<file path="src/rtl/pwm_duty_controller.sv">
// -----------------------------------------------------------------------------
// pwm_duty_controller
//
// Purpose
//   Front-end sequencer for a bank of duty-cycle modifier channels. It
//   synchronises and debounces three raw push-buttons. Button presses become
//   single-cycle up/down strobes for the currently selected channel. A one-hot
//   chip_select picks the channel, and a 4-bit shadow of each channel's duty
//   step is kept here.
//
// Optional feature
//   AUTO_REPEAT_EN : when defined, holding the issuing button re-issues the
//                    strobe every REPEAT_CYCLES cycles. When undefined, each
//                    press gives exactly one strobe and no repeat counter exists.
//
// Ports
//   clk_100MHz   in   1       system clock, rising edge
//   rst          in   1       synchronous reset, active-high
//   btn_up       in   1       raw button, increase duty
//   btn_down     in   1       raw button, decrease duty
//   btn_ch       in   1       raw button, advance to the next channel
//   up           out  1       one-cycle increase strobe to the selected channel
//   down         out  1       one-cycle decrease strobe to the selected channel
//   chip_select  out  NUM_CH  one-hot select of the current channel
//   ch_idx       out  CH_W    binary index of the current channel
//   duty_shadow  out  4       shadow duty step of the current channel
//   busy         out  1       high whenever the sequencer is not idle
// -----------------------------------------------------------------------------
module pwm_duty_controller #(
    parameter int NUM_CH        = 2,
    parameter int DEB_CYCLES    = 1000000,
    parameter int DUTY_MIN      = 0,
    parameter int DUTY_MAX      = 10,
    parameter int DUTY_RST      = 5,
    parameter int REPEAT_CYCLES = 25000000,
    localparam int CH_W         = (NUM_CH > 1) ? $clog2(NUM_CH) : 1
) (
    input  logic              clk_100MHz,
    input  logic              rst,
    input  logic              btn_up,
    input  logic              btn_down,
    input  logic              btn_ch,
    output logic              up,
    output logic              down,
    output logic [NUM_CH-1:0] chip_select,
    output logic [CH_W-1:0]   ch_idx,
    output logic [3:0]        duty_shadow,
    output logic              busy
);

    localparam int DEB_W = $clog2(DEB_CYCLES + 1);

    // Button vector ordering used throughout: [0]=up, [1]=down, [2]=ch.
    localparam int B_UP = 0;
    localparam int B_DN = 1;
    localparam int B_CH = 2;

    // Reject configurations the saturating 4-bit datapath cannot honour.
    if (NUM_CH < 2 || NUM_CH > 8 || DEB_CYCLES < 1 || REPEAT_CYCLES < 1 ||
        DUTY_MAX > 15 || DUTY_MIN < 0 || DUTY_MAX <= DUTY_MIN ||
        DUTY_RST < DUTY_MIN || DUTY_RST > DUTY_MAX) begin : g_bad_cfg
        $error("pwm_duty_controller: illegal parameter set");
    end

    typedef enum logic [1:0] {
        ST_IDLE  = 2'b00,
        ST_ISSUE = 2'b01,
        ST_HOLD  = 2'b10
    } state_t;

    logic [2:0]                   raw_s;
    logic [2:0]                   sync1_q;
    logic [2:0]                   sync2_q;
    logic [2:0]                   stable_q;
    logic [2:0]                   stable_d;
    logic [2:0]                   stable_prev_q;
    logic [2:0][DEB_W-1:0]        deb_cnt_q;
    logic [2:0][DEB_W-1:0]        deb_cnt_d;
    logic [2:0]                   press_s;

    state_t                       state_q;
    state_t                       state_d;
    logic                         dir_up_q;
    logic                         dir_up_d;
    logic [CH_W-1:0]              ch_idx_q;
    logic [CH_W-1:0]              ch_idx_d;
    logic [NUM_CH-1:0]            chip_select_q;
    logic [NUM_CH-1:0][3:0]       shadow_q;
    logic [NUM_CH-1:0][3:0]       shadow_d;
    logic [3:0]                   duty_shadow_q;
    logic                         up_q;
    logic                         up_d;
    logic                         down_q;
    logic                         down_d;
    logic                         busy_q;
    logic                         issue_s;
    logic                         issue_up_s;
    logic [3:0]                   cur_shadow_s;

`ifdef AUTO_REPEAT_EN
    localparam int REP_W = $clog2(REPEAT_CYCLES + 1);
    logic [REP_W-1:0]             rep_q;
    logic [REP_W-1:0]             rep_d;
`endif

    assign raw_s = {btn_ch, btn_down, btn_up};

    // Two-flop synchronisers for the asynchronous buttons.
    always_ff @(posedge clk_100MHz) begin
        if (rst) begin
            sync1_q <= 3'b000;
            sync2_q <= 3'b000;
        end else begin
            sync1_q <= raw_s;
            sync2_q <= sync1_q;
        end
    end

    // Debounce: the stable level flips on the DEB_CYCLES-th consecutive differing sample.
    always_comb begin
        stable_d  = stable_q;
        deb_cnt_d = deb_cnt_q;
        for (int b = 0; b < 3; b++) begin
            if (sync2_q[b] == stable_q[b]) begin
                deb_cnt_d[b] = {DEB_W{1'b0}};
            end else if (deb_cnt_q[b] == DEB_W'(DEB_CYCLES - 1)) begin
                deb_cnt_d[b] = {DEB_W{1'b0}};
                stable_d[b]  = ~stable_q[b];
            end else begin
                deb_cnt_d[b] = deb_cnt_q[b] + DEB_W'(1);
            end
        end
    end

    // Debounce state and previous stable level for edge detection.
    always_ff @(posedge clk_100MHz) begin
        if (rst) begin
            stable_q      <= 3'b000;
            stable_prev_q <= 3'b000;
            deb_cnt_q     <= {3{{DEB_W{1'b0}}}};
        end else begin
            stable_q      <= stable_d;
            stable_prev_q <= stable_q;
            deb_cnt_q     <= deb_cnt_d;
        end
    end

    assign press_s      = stable_q & ~stable_prev_q;
    assign cur_shadow_s = shadow_q[ch_idx_q];

    // Sequencer next state, channel selection and saturating shadow update.
    always_comb begin
        state_d    = state_q;
        dir_up_d   = dir_up_q;
        ch_idx_d   = ch_idx_q;
        shadow_d   = shadow_q;
        up_d       = 1'b0;
        down_d     = 1'b0;
        issue_s    = 1'b0;
        issue_up_s = dir_up_q;

        case (state_q)
            ST_IDLE: begin
                if (press_s[B_CH]) begin
                    // Channel advance wins; simultaneous up/down presses are dropped.
                    if (ch_idx_q == CH_W'(NUM_CH - 1)) begin
                        ch_idx_d = {CH_W{1'b0}};
                    end else begin
                        ch_idx_d = ch_idx_q + CH_W'(1);
                    end
                end else if (press_s[B_UP] ^ press_s[B_DN]) begin
                    state_d    = ST_ISSUE;
                    issue_s    = 1'b1;
                    issue_up_s = press_s[B_UP];
                    dir_up_d   = press_s[B_UP];
                end else begin
                    state_d = ST_IDLE;
                end
            end
            ST_ISSUE: begin
                state_d = ST_HOLD;
            end
            ST_HOLD: begin
                // Release of the issuing button takes priority over a repeat.
                if (dir_up_q ? ~stable_q[B_UP] : ~stable_q[B_DN]) begin
                    state_d = ST_IDLE;
`ifdef AUTO_REPEAT_EN
                end else if (rep_q == REP_W'(REPEAT_CYCLES - 1)) begin
                    state_d = ST_ISSUE;
                    issue_s = 1'b1;
`endif
                end else begin
                    state_d = ST_HOLD;
                end
            end
            default: begin
                state_d = ST_IDLE;
            end
        endcase

        // The strobe and shadow change are registered on the same edge that enters ISSUE.
        if (issue_s) begin
            if (issue_up_s) begin
                if (cur_shadow_s < 4'(DUTY_MAX)) begin
                    shadow_d[ch_idx_q] = cur_shadow_s + 4'd1;
                    up_d               = 1'b1;
                end else begin
                    up_d = 1'b0;
                end
            end else begin
                if (cur_shadow_s > 4'(DUTY_MIN)) begin
                    shadow_d[ch_idx_q] = cur_shadow_s - 4'd1;
                    down_d             = 1'b1;
                end else begin
                    down_d = 1'b0;
                end
            end
        end else begin
            up_d   = 1'b0;
            down_d = 1'b0;
        end
    end

`ifdef AUTO_REPEAT_EN
    // Repeat interval counter: cleared on every issue, counts while not idle.
    always_comb begin
        rep_d = rep_q;
        if (issue_s) begin
            rep_d = {REP_W{1'b0}};
        end else if (state_q != ST_IDLE) begin
            rep_d = rep_q + REP_W'(1);
        end else begin
            rep_d = rep_q;
        end
    end

    // Repeat counter register.
    always_ff @(posedge clk_100MHz) begin
        if (rst) begin
            rep_q <= {REP_W{1'b0}};
        end else begin
            rep_q <= rep_d;
        end
    end
`endif

    // Sequencer state and registered outputs.
    always_ff @(posedge clk_100MHz) begin
        if (rst) begin
            state_q       <= ST_IDLE;
            dir_up_q      <= 1'b0;
            ch_idx_q      <= {CH_W{1'b0}};
            chip_select_q <= NUM_CH'(1);
            shadow_q      <= {NUM_CH{4'(DUTY_RST)}};
            duty_shadow_q <= 4'(DUTY_RST);
            up_q          <= 1'b0;
            down_q        <= 1'b0;
            busy_q        <= 1'b0;
        end else begin
            state_q       <= state_d;
            dir_up_q      <= dir_up_d;
            ch_idx_q      <= ch_idx_d;
            chip_select_q <= NUM_CH'(1) << ch_idx_d;
            shadow_q      <= shadow_d;
            duty_shadow_q <= shadow_d[ch_idx_d];
            up_q          <= up_d;
            down_q        <= down_d;
            busy_q        <= (state_d != ST_IDLE);
        end
    end

    assign up          = up_q;
    assign down        = down_q;
    assign chip_select = chip_select_q;
    assign ch_idx      = ch_idx_q;
    assign duty_shadow = duty_shadow_q;
    assign busy        = busy_q;

endmodule
</file>
<file path="config.mk">
export PLATFORM = sky130hd
export DESIGN_NAME = pwm_duty_controller
export DESIGN_NICKNAME = d
export VERILOG_FILES = /design/src/rtl/pwm_duty_controller.sv
export SDC_FILE = /design/constraint.sdc
export NUM_CORES = 1
export LEC_CHECK = 0
export ABC_AREA = 1
export BUFFER_PORTS_ARGS = -buffer_cell sky130_fd_sc_hd__buf_4
export CORE_MARGIN = 2
export CORE_UTILIZATION = 55
export DETAILED_ROUTE_END_ITERATION = 7
export HOLD_SLACK_MARGIN = 0.05
export PLACE_DENSITY = 0.8
export SLEW_MARGIN = 20
export SYNTH_ARGS = -nofsm -noshare
export SYNTH_HDL_FRONTEND = slang
export SYNTH_SLANG_ARGS = --single-unit
export TNS_END_PERCENT = 1
</file>
<file path="constraint.sdc">
create_clock -name clk_100MHz -period 3.5 [get_ports clk_100MHz]
set_input_delay 0.35 -clock clk_100MHz [delete_from_list [all_inputs] [get_ports clk_100MHz]]
set_output_delay 0.35 -clock clk_100MHz [all_outputs]
set_load 0.05 [all_outputs]
</file>
# After elaboration in Yosys (flattened, before gate mapping)
# Index checks and enable logic that the tools add are counted.
# word_totals
register_bits,93
elab_cells,89
# op_classes
addsub,6
order_cmp,5
eq_ne,8
shift,1
muxes,28
bitwise,11
reduce_logical,11
# ops
cell,n
adder 20 x 1 -> 20 bit (second input constant),3
equality test 20 bit (second input constant),3
2-to-1 mux 8 bit,4
2-to-1 mux 4 bit,5
bitwise mux 8 bit,2
OR reduction 3 bit,5
2-to-1 mux 1 bit,13
inverter 1 bit,8
case mux 2 bit (3 select lines),1
AND reduction 2 bit,3
adder 4 x 1 -> 4 bit (second input constant),1
demux 4 bit (select 1 bit),1
greater-than comparator 4 x 1 -> 1 bit (second input constant),1
< comparator 1 x 2 -> 1 bit (second input constant),2
< comparator 4 bit (second input constant),1
2-to-1 mux 2 bit,2
subtractor 4 x 1 -> 4 bit (second input constant),1
bitwise AND 3 bit,1
equality test 1 bit,3
inverter 3 bit,1
equality test 2 x 1 -> 1 bit (second input constant),1
equality test 2 bit (second input constant),1
logical NOT 2 bit,1
nonzero test 2 bit,1
5 further kinds,5

# Longest topological paths before layout
# Gate-level depths: netlist (run 1).
# depth
depth_word,10
ltp_mapped,14
mapped_depth_nobuf,14

# Worst setup path before layout (run 1)
# OpenSTA, ideal clock, no wires.
# synth_timing
path_kind,register to register
startpoint,register ch_idx_q (netlist: ch_idx)
endpoint,register duty_shadow_q[3] (netlist: duty_shadow[3])
setup_ns,0.113
arrival_ns,1.904
required_time_ns,3.387
path_slack_ns,1.483
path_stages_with_launch,14
path_buffers,1
cell_sequence,dfxtp_1 > buf_6 > nand2_1 > nand2_1 > ha_1 > nand3_1 > nor2_2 > nor2_1 > nand3_1 > nand2_1 > nand2_1 > nand3_1 > nand3_1 > nand2_1
# synth_between
elab_chain_len,10
# synth_lines
element,line,rtl
start: declaration,85,logic [CH_W-1:0] ch_idx_q;
start signal: assignment,252,ch_idx_q <= {CH_W{1'b0}};
start signal: assignment,262,ch_idx_q <= ch_idx_d;
branches (longest 8 deep; another with subtractor 4 x 1 -> 4 bit),-,
2-to-1 mux 4 bit (implied by the code) (*) (2 in series),265,duty_shadow_q <= shadow_d[ch_idx_d];
end signal: assignment,255,duty_shadow_q <= 4'(DUTY_RST);
end signal: assignment,265,
end: declaration,90,logic [3:0] duty_shadow_q;
# Every way passes the cells marked *. The select of a mux whose other input is x is not followed.
# A chain may end at the register's enable or synchronous reset.

# Worst setup path in the final report (run 1)
# Ends and elaborated chain as after synthesis.

==> flow_metrics.tcl, run 1 <==
set metrics [dict create \
    dpl.hpwl_mm 6.366 \
    drt.antenna.violating_nets 0 \
    place_area_um2 4718 \
    finish.utilization_pct 60.30 \
    globalRoute.totalOverflow 0 \
    finalCriticalPeriod_ns 2.374 \
    cts_resized 0 \
    timing.reg2reg.worst_path_depth 13 \
    drc_errors 0 \
    drt_iter0_markers 112 \
    maxSlewHeadroom_pct 48.00 \
    worst_clock_skew_ns 0.007700 \
    grt_pass1_vias 3779 \
    hold_class "in2reg" \
    coreArea_um2 8134 \
    design_power_total_mw 1.744 \
    routabilityCongestion 0.8942 \
    placement.io_buffers 14 \
    num_antenna_cells 0 \
    cts_buffer_depth 2 \
    post_route_cells_drive_above_1_share_pct 10.70 \
    routed_via_density 5.154 \
    final-setup-viol-count 0 \
    rsz_0062_raised_after_global_routing "no" \
    start_util_pct 56.13 \
    post_drt_wl_per_cell_um 11.24 \
    floorplan.io_pins 15 \
    tritoncts "done" \
    worst-endpoint-required_ns 3.80 \
    max_cap_violations 0 \
    syn_avg_cell_area_um2 6.970 \
    setup_buffers_after_cts 0 \
    floorplan.die.width_um 95.11 \
    synth_warnings 0 \
    grtUsageTotal_pct 20.85 \
    met3_wirelength_um 294 \
    ir_worst_vdd_v 0.0002213 \
    worst_setup_hold_path_clk_slew_ns 0.09 \
    p_leak_nw 1.931 \
    std_cell_rows 33 \
    fin_ws_ns 1.126 \
    synthesis.nets 665 \
    grt_first_pass_wirelength_mm 15.47 \
    hold_violations 0 \
    detailroute.via_count 4010 \
    ys_seq_elements 92 \
    met1_length_mm 4.177 \
    tns_ns 0 \
    clock.fmax_mhz 421.2 \
    post_synth_inst_count 655 \
    drt-total-wl_mm 8.742 \
    top_metal_layer_carrying_routed_signals "met4" \
    pwr_density_cell_nw_per_um2 355.5 \
    whs_path_depth 3 \
    clock_sinks 92 \
    cts_root_buf "sky130_fd_sc_hd__clkbuf_8" \
    htree_num_levels 3 \
    met2WireLength_mm 4.200 \
    crit_arrival_ns 2.67 \
    crit_path_end_kind "flop" \
    maxSlewViolCount 0 \
    setup.worst_path.start_class "flop" \
    mappedNetlistArea_um2 4566 \
    criticalPathCategory "reg2reg" \
    clk-insertion-delay-late_ns 0.35 \
    layout_cells_excl_fill 778 \
    grt_antenna_before_repair 0 \
    synth.lib_cells_used.distinct 43 \
    placement.setup.worst_slack_ns 1.200 \
    place_inst 762 \
    max_slew.worst_pin.slew_ns 0.7779 \
    layout_worst_path_cycle_share_pct 67.83 \
    finish.net_count 678 \
    ctsHoldBuffers 0 \
    grt_start_max_net_pins 24 \
    timing.hold.ws_ns 0.1959 \
    synth.yosys.seq_area_share_pct 40.34 \
    final_area_um2 4905 \
    critPathMaxFanout 20 \
    status "finished, final reports clean" \
    floorplan.die_area_um2 9046 \
    cts_inserted_buffers 9 \
    fp.dieH_um 95.11 \
    first_pass_iters 5 \
    area_growth_pct 7.427 \
]
power by group:
part           switching [mW]  total [mW]  internal (mW)
sequential            0.00208        1.05           1.05
combinational          0.0158      0.0222        0.00640
clock                   0.371       0.670          0.299
sequential cells by signal, summed over array words and instances, names as in the netlist:
name           cells
state_q            2
ch_idx             1
stable_q           3
deb_cnt_q         60
chip_select        1
stable_prev_q      3
down               1
dir_up_q           1
up                 1
shadow_q           8
busy               1
sync1_q            3
sync2_q            3
duty_shadow        4
placed cells by master (no fill, tap or decap), types with 2 or more instances in the layout:
cell,n
sky130_fd_sc_hd__a211oi_1,4
sky130_fd_sc_hd__a21oi_1,27
sky130_fd_sc_hd__a31oi_1,2
sky130_fd_sc_hd__buf_4,14
sky130_fd_sc_hd__clkbuf_8,11
sky130_fd_sc_hd__clkinv_2,2
sky130_fd_sc_hd__dfxtp_1,92
sky130_fd_sc_hd__ha_1,5
sky130_fd_sc_hd__inv_1,82
sky130_fd_sc_hd__inv_2,7
sky130_fd_sc_hd__nand2_1,158
sky130_fd_sc_hd__nand2_2,6
sky130_fd_sc_hd__nand3_1,48
sky130_fd_sc_hd__nand3_2,3
sky130_fd_sc_hd__nand3b_1,3
sky130_fd_sc_hd__nand4_1,15
sky130_fd_sc_hd__nor2_1,89
sky130_fd_sc_hd__nor2_2,7
sky130_fd_sc_hd__nor3_1,23
sky130_fd_sc_hd__nor3_2,3
sky130_fd_sc_hd__nor3b_1,6
sky130_fd_sc_hd__nor3b_2,4
sky130_fd_sc_hd__nor4_1,9
sky130_fd_sc_hd__o211ai_1,2
sky130_fd_sc_hd__o21a_1,3
sky130_fd_sc_hd__o21ai_0,10
sky130_fd_sc_hd__o21ai_1,3
sky130_fd_sc_hd__o21ai_2,2
sky130_fd_sc_hd__or2_1,2
sky130_fd_sc_hd__or2_2,4
sky130_fd_sc_hd__xnor2_1,2
sky130_fd_sc_hd__xor2_1,12
cells by family (layout without fill, tap and decap cells):
group                    Yosys count  after routing  share of synthesized area [%]
AO/OA/AOI/OAI                     54             54                          6.714
XOR/XNOR                          14             14                          2.686
adder cells (fa/ha/maj)            5              5                          1.370
buffers and inverters            102            120                          9.291
flip-flops                        92             92                          40.34
AND/OR/NAND/NOR                  388            388                          39.60
worst max-delay path, stage by stage, from the launching register on:
cell and delay, ns:
sky130_fd_sc_hd__dfxtp_1 0.81, sky130_fd_sc_hd__inv_4 0.17, sky130_fd_sc_hd__nand2_1 0.13, sky130_fd_sc_hd__nand2_1 0.11, sky130_fd_sc_hd__ha_1 0.23, sky130_fd_sc_hd__nand3_1 0.15
sky130_fd_sc_hd__nor2_2 0.09, sky130_fd_sc_hd__nor2_1 0.16, sky130_fd_sc_hd__nand3_1 0.10, sky130_fd_sc_hd__nand2_1 0.07, sky130_fd_sc_hd__nand2_1 0.05, sky130_fd_sc_hd__nand3_1 0.09
sky130_fd_sc_hd__nand3_1 0.09, sky130_fd_sc_hd__nand2_1 0.07
final cells by class:
class	count	area, um2
fill	733	3229
multi-input combinational	461	2300
timing repair buffer	14	105.1
inverter	90	340.3
sequential	92	1842
clock buffer	11	151.4
tap	105	131.4
clock inverter	5	35.03
layer usage:
metal	track usage (%)	vias up
met1	26.32	1813
met5	0	-
met3	4.427	8
met2	35.56	62
met4	6.522	0
li1	-	2127
synth_stat cells (all sizes together):
master | instances | share of area (%)
dfxtp | 92 | 40
xor2 | 12 | 2.3
o211ai | 2 | 0.33
o21a | 3 | 0.49
a211oi | 4 | 0.66
a21oi | 27 | 3.0
nor3b | 10 | 2.1
xnor2 | 2 | 0.38
clkbuf | 2 | 0.16
and3 | 1 | 0.14
nand2 | 165 | 14
ha | 5 | 1.4
or2 | 8 | 1.2
nand3b | 3 | 0.49
nor2 | 97 | 8.5
and2 | 1 | 0.14
inv | 90 | 7.5
nor4 | 10 | 1.5
nand3 | 51 | 5.9
nand4 | 15 | 2.1
a211o | 1 | 0.19
buf | 10 | 1.7
a31oi | 2 | 0.27
nor3 | 27 | 3.5
o21ai | 15 | 1.8
path summary, 6_finish.rpt:
| check | slack, ns | to | from |
|---|---|---|---|
| worst max-delay path | 1.13 | duty_shadow[3] | ch_idx |
| worst min-delay path | 0.20 | sync1_q[1] | btn_down |
| worst max register to register | 1.13 | duty_shadow[3] | ch_idx |
| worst min register to register | 0.41 | sync2_q[1] | sync1_q[1] |
Note: power is estimated with default switching activity, not from simulation.
==> inputs of run 2 (changes only) <==
--- a/config.mk
+++ b/config.mk
@@ -11,7 +11,7 @@
 export CORE_UTILIZATION = 55
 export DETAILED_ROUTE_END_ITERATION = 7
 export HOLD_SLACK_MARGIN = 0.05
-export PLACE_DENSITY = 0.8
+export PLACE_DENSITY = 0.83
 export SLEW_MARGIN = 20
 export SYNTH_ARGS = -nofsm -noshare
 export SYNTH_HDL_FRONTEND = slang
==> constraint.sdc (replaced) <==
create_clock -name clk_100MHz -period 2 [get_ports clk_100MHz]
set_input_delay 0.2 -clock clk_100MHz [delete_from_list [all_inputs] [get_ports clk_100MHz]]
set_output_delay 0.2 -clock clk_100MHz [all_outputs]
set_load 0.05 [all_outputs]
==> run 2 against run 1 <==
Compared with the run above:
- fmax increased by 30%
- non-clock buffer count increased by 9
- sequential power increased by 75%
- register-to-register slack got worse by 0.95 ns
- highest routed layer unchanged
- power increased by 74%
==> flow_metrics.tcl, run 2 (synthesis gave the netlist of run 1 again) <==
set metrics [dict create \
    layout_worst_path_cycle_share_pct 91.43 \
    ir_worst_vdd_v 0.0004785 \
    setup.worst_path.start_class "flop" \
    mostFrequentLayoutCells "sky130_fd_sc_hd__nand2_1 (158), sky130_fd_sc_hd__dfxtp_1 (91), sky130_fd_sc_hd__nor2_1 (89)" \
    comb_power_share_pct 1.5 \
    post_drt_wl_per_cell_um 11.57 \
    final_area_um2 4989 \
    floorplan.die.width_um 95.11 \
    cts_inserted_buffers 9 \
    largest_register "deb_cnt_q" \
    largest_reg_flops 60 \
    htree_num_levels 3 \
    hold_class "in2reg" \
    grt_first_pass_wirelength_mm 15.96 \
    fp.dieH_um 95.11 \
    power.share.switching_pct 21.68 \
    worst_setup_hold_path_clk_slew_ns 0.09 \
    area_growth_pct 9.263 \
    maxSlewHeadroom_pct 75.05 \
    crit_arrival_ns 2.08 \
    start_util_pct 56.13 \
    post_route_cells_drive_above_1_share_pct 11.58 \
    pwr_density_cell_nw_per_um2 606.9 \
    cts_root_buf "sky130_fd_sc_hd__clkbuf_8" \
    grt_antenna_before_repair 0 \
    design_power_total_mw 3.027 \
    worst-endpoint-required_ns 2.25 \
    clk-insertion-delay-late_ns 0.35 \
    floorplan.io_pins 15 \
    layout_cells_excl_fill 787 \
    crit_path_end_kind "flop" \
    p_sw_mw 0.6564 \
    power_frac_seq_pct 60.8 \
    drt-total-wl_mm 9.107 \
    dpl.hpwl_mm 6.576 \
    seqCellArea_um2 1843 \
    grt_start_max_net_pins 24 \
    finalCriticalPeriod_ns 1.829 \
    p_leak_nw 1.980 \
    num_antenna_cells 0 \
    final-setup-viol-count 0 \
    critPathMaxFanout 9 \
    cts_buffer_depth 2 \
    finish.net_count 687 \
    grtUsageTotal_pct 21.66 \
    p_int_mw 2.371 \
    drt_iter0_markers 197 \
    status "finished, final reports clean" \
    share_clk_of_total_power_pct 37.6 \
    globalRoute.totalOverflow 0 \
    criticalPathCategory "reg2reg" \
    tritoncts "done" \
    hold_violations 0 \
    multi_input_area_um2 2305 \
    placement.io_buffers 14 \
    grt_pass1_vias 3861 \
    routabilityCongestion 0.9956 \
    routed_via_density 5.210 \
    coreArea_um2 8134 \
    final.fill_count 740 \
    floorplan.die_area_um2 9046 \
    std_cell_rows 33 \
    drc_errors 0 \
    place_inst 769 \
    max_cap_violations 0 \
    whs_path_depth 3 \
    tns_ns 0 \
    first_pass_iters 5 \
    timing.reg2reg.worst_path_depth 12 \
    clock.fmax_mhz 546.9 \
    timing.hold.ws_ns 0.06104 \
    layout_commonest_cell "sky130_fd_sc_hd__nand2_1" \
    maxSlewViolCount 0 \
    drt.antenna.violating_nets 0 \
    place_area_um2 4785 \
    detailroute.via_count 4100 \
    clock_sinks 92 \
    max_slew.worst_pin.slew_ns 0.3708 \
    worst_clock_skew_ns 0.01110 \
]
[run 2: repair_timing]
action                                  in CTS  in global routing
hold buffers                                 2                  0
buffers inserted                             0                  0
endpoints found under the setup margin       0                  3
gates resized for setup                      0                  2
hold endpoints to repair                     2                  0
[run 2: routing by layer]
layer  up-vias  part of all wire, %  track usage (%)
li1       2138                    -                -
met1      1831                   46            26.84
met2       114                   47            37.09
met3        17                  5.1            3.953
met4         0                  1.6            8.696
met5         -                    0                0
[run 2: final cells by class]
cell class | instances | share of cell area [%]
well taps | 105 | 2.634
repair buffers | 23 | 3.812
inverters | 90 | 6.822
flip-flops and latches | 92 | 36.95
clock inverters | 4 | 0.4765
multi-input cells | 461 | 46.20
clock buffers | 12 | 3.110
[run 2: worst max-delay path: stages, from the launching register on]
cell	delay (ns)
sky130_fd_sc_hd__dfxtp_2	0.44
sky130_fd_sc_hd__inv_4	0.08
sky130_fd_sc_hd__nand2_1	0.08
sky130_fd_sc_hd__nand2_1	0.10
sky130_fd_sc_hd__ha_1	0.23
sky130_fd_sc_hd__nand3_1	0.19
sky130_fd_sc_hd__nor2_4	0.07
sky130_fd_sc_hd__nor2_1	0.13
sky130_fd_sc_hd__nand2_1	0.08
sky130_fd_sc_hd__nand3_1	0.09
sky130_fd_sc_hd__nand3_1	0.10
sky130_fd_sc_hd__nand3_1	0.08
sky130_fd_sc_hd__nand2_1	0.05
[run 2: through the flow]
stage / utilization [%] / setup WS, ns
2_1_floorplan: - / 0.1659
3_3_place_gp: 58.82 / 0.2965
3_5_place_dp: 58.82 / 0.2083
4_1_cts: 61.27 / 0.2000
5_1_grt: 61.33 / -0.01696
6_report: 61.33 / 0.1714
[run 2: worst paths after layout]
check / start / to / slack (ns)
setup / recovery: ch_idx / duty_shadow[1] / 0.17
setup reg to reg: ch_idx / duty_shadow[1] / 0.17
hold reg to reg: sync1_q[1] / sync2_q[1] / 0.40
hold / removal: btn_down / sync1_q[1] / 0.06
[run 2: power by group through the flow]
stage / clock network [mW] / logic [mW] / registers [mW]
5_1_grt: 1.24 / 0.0526 / 1.84
3_3_place_gp: 0 / 0.0424 / 1.88
2_1_floorplan: 0 / 0.0273 / 1.88
3_5_place_dp: 0 / 0.0433 / 1.88
4_1_cts: 1.17 / 0.0464 / 1.84
6_report: 1.14 / 0.0463 / 1.84
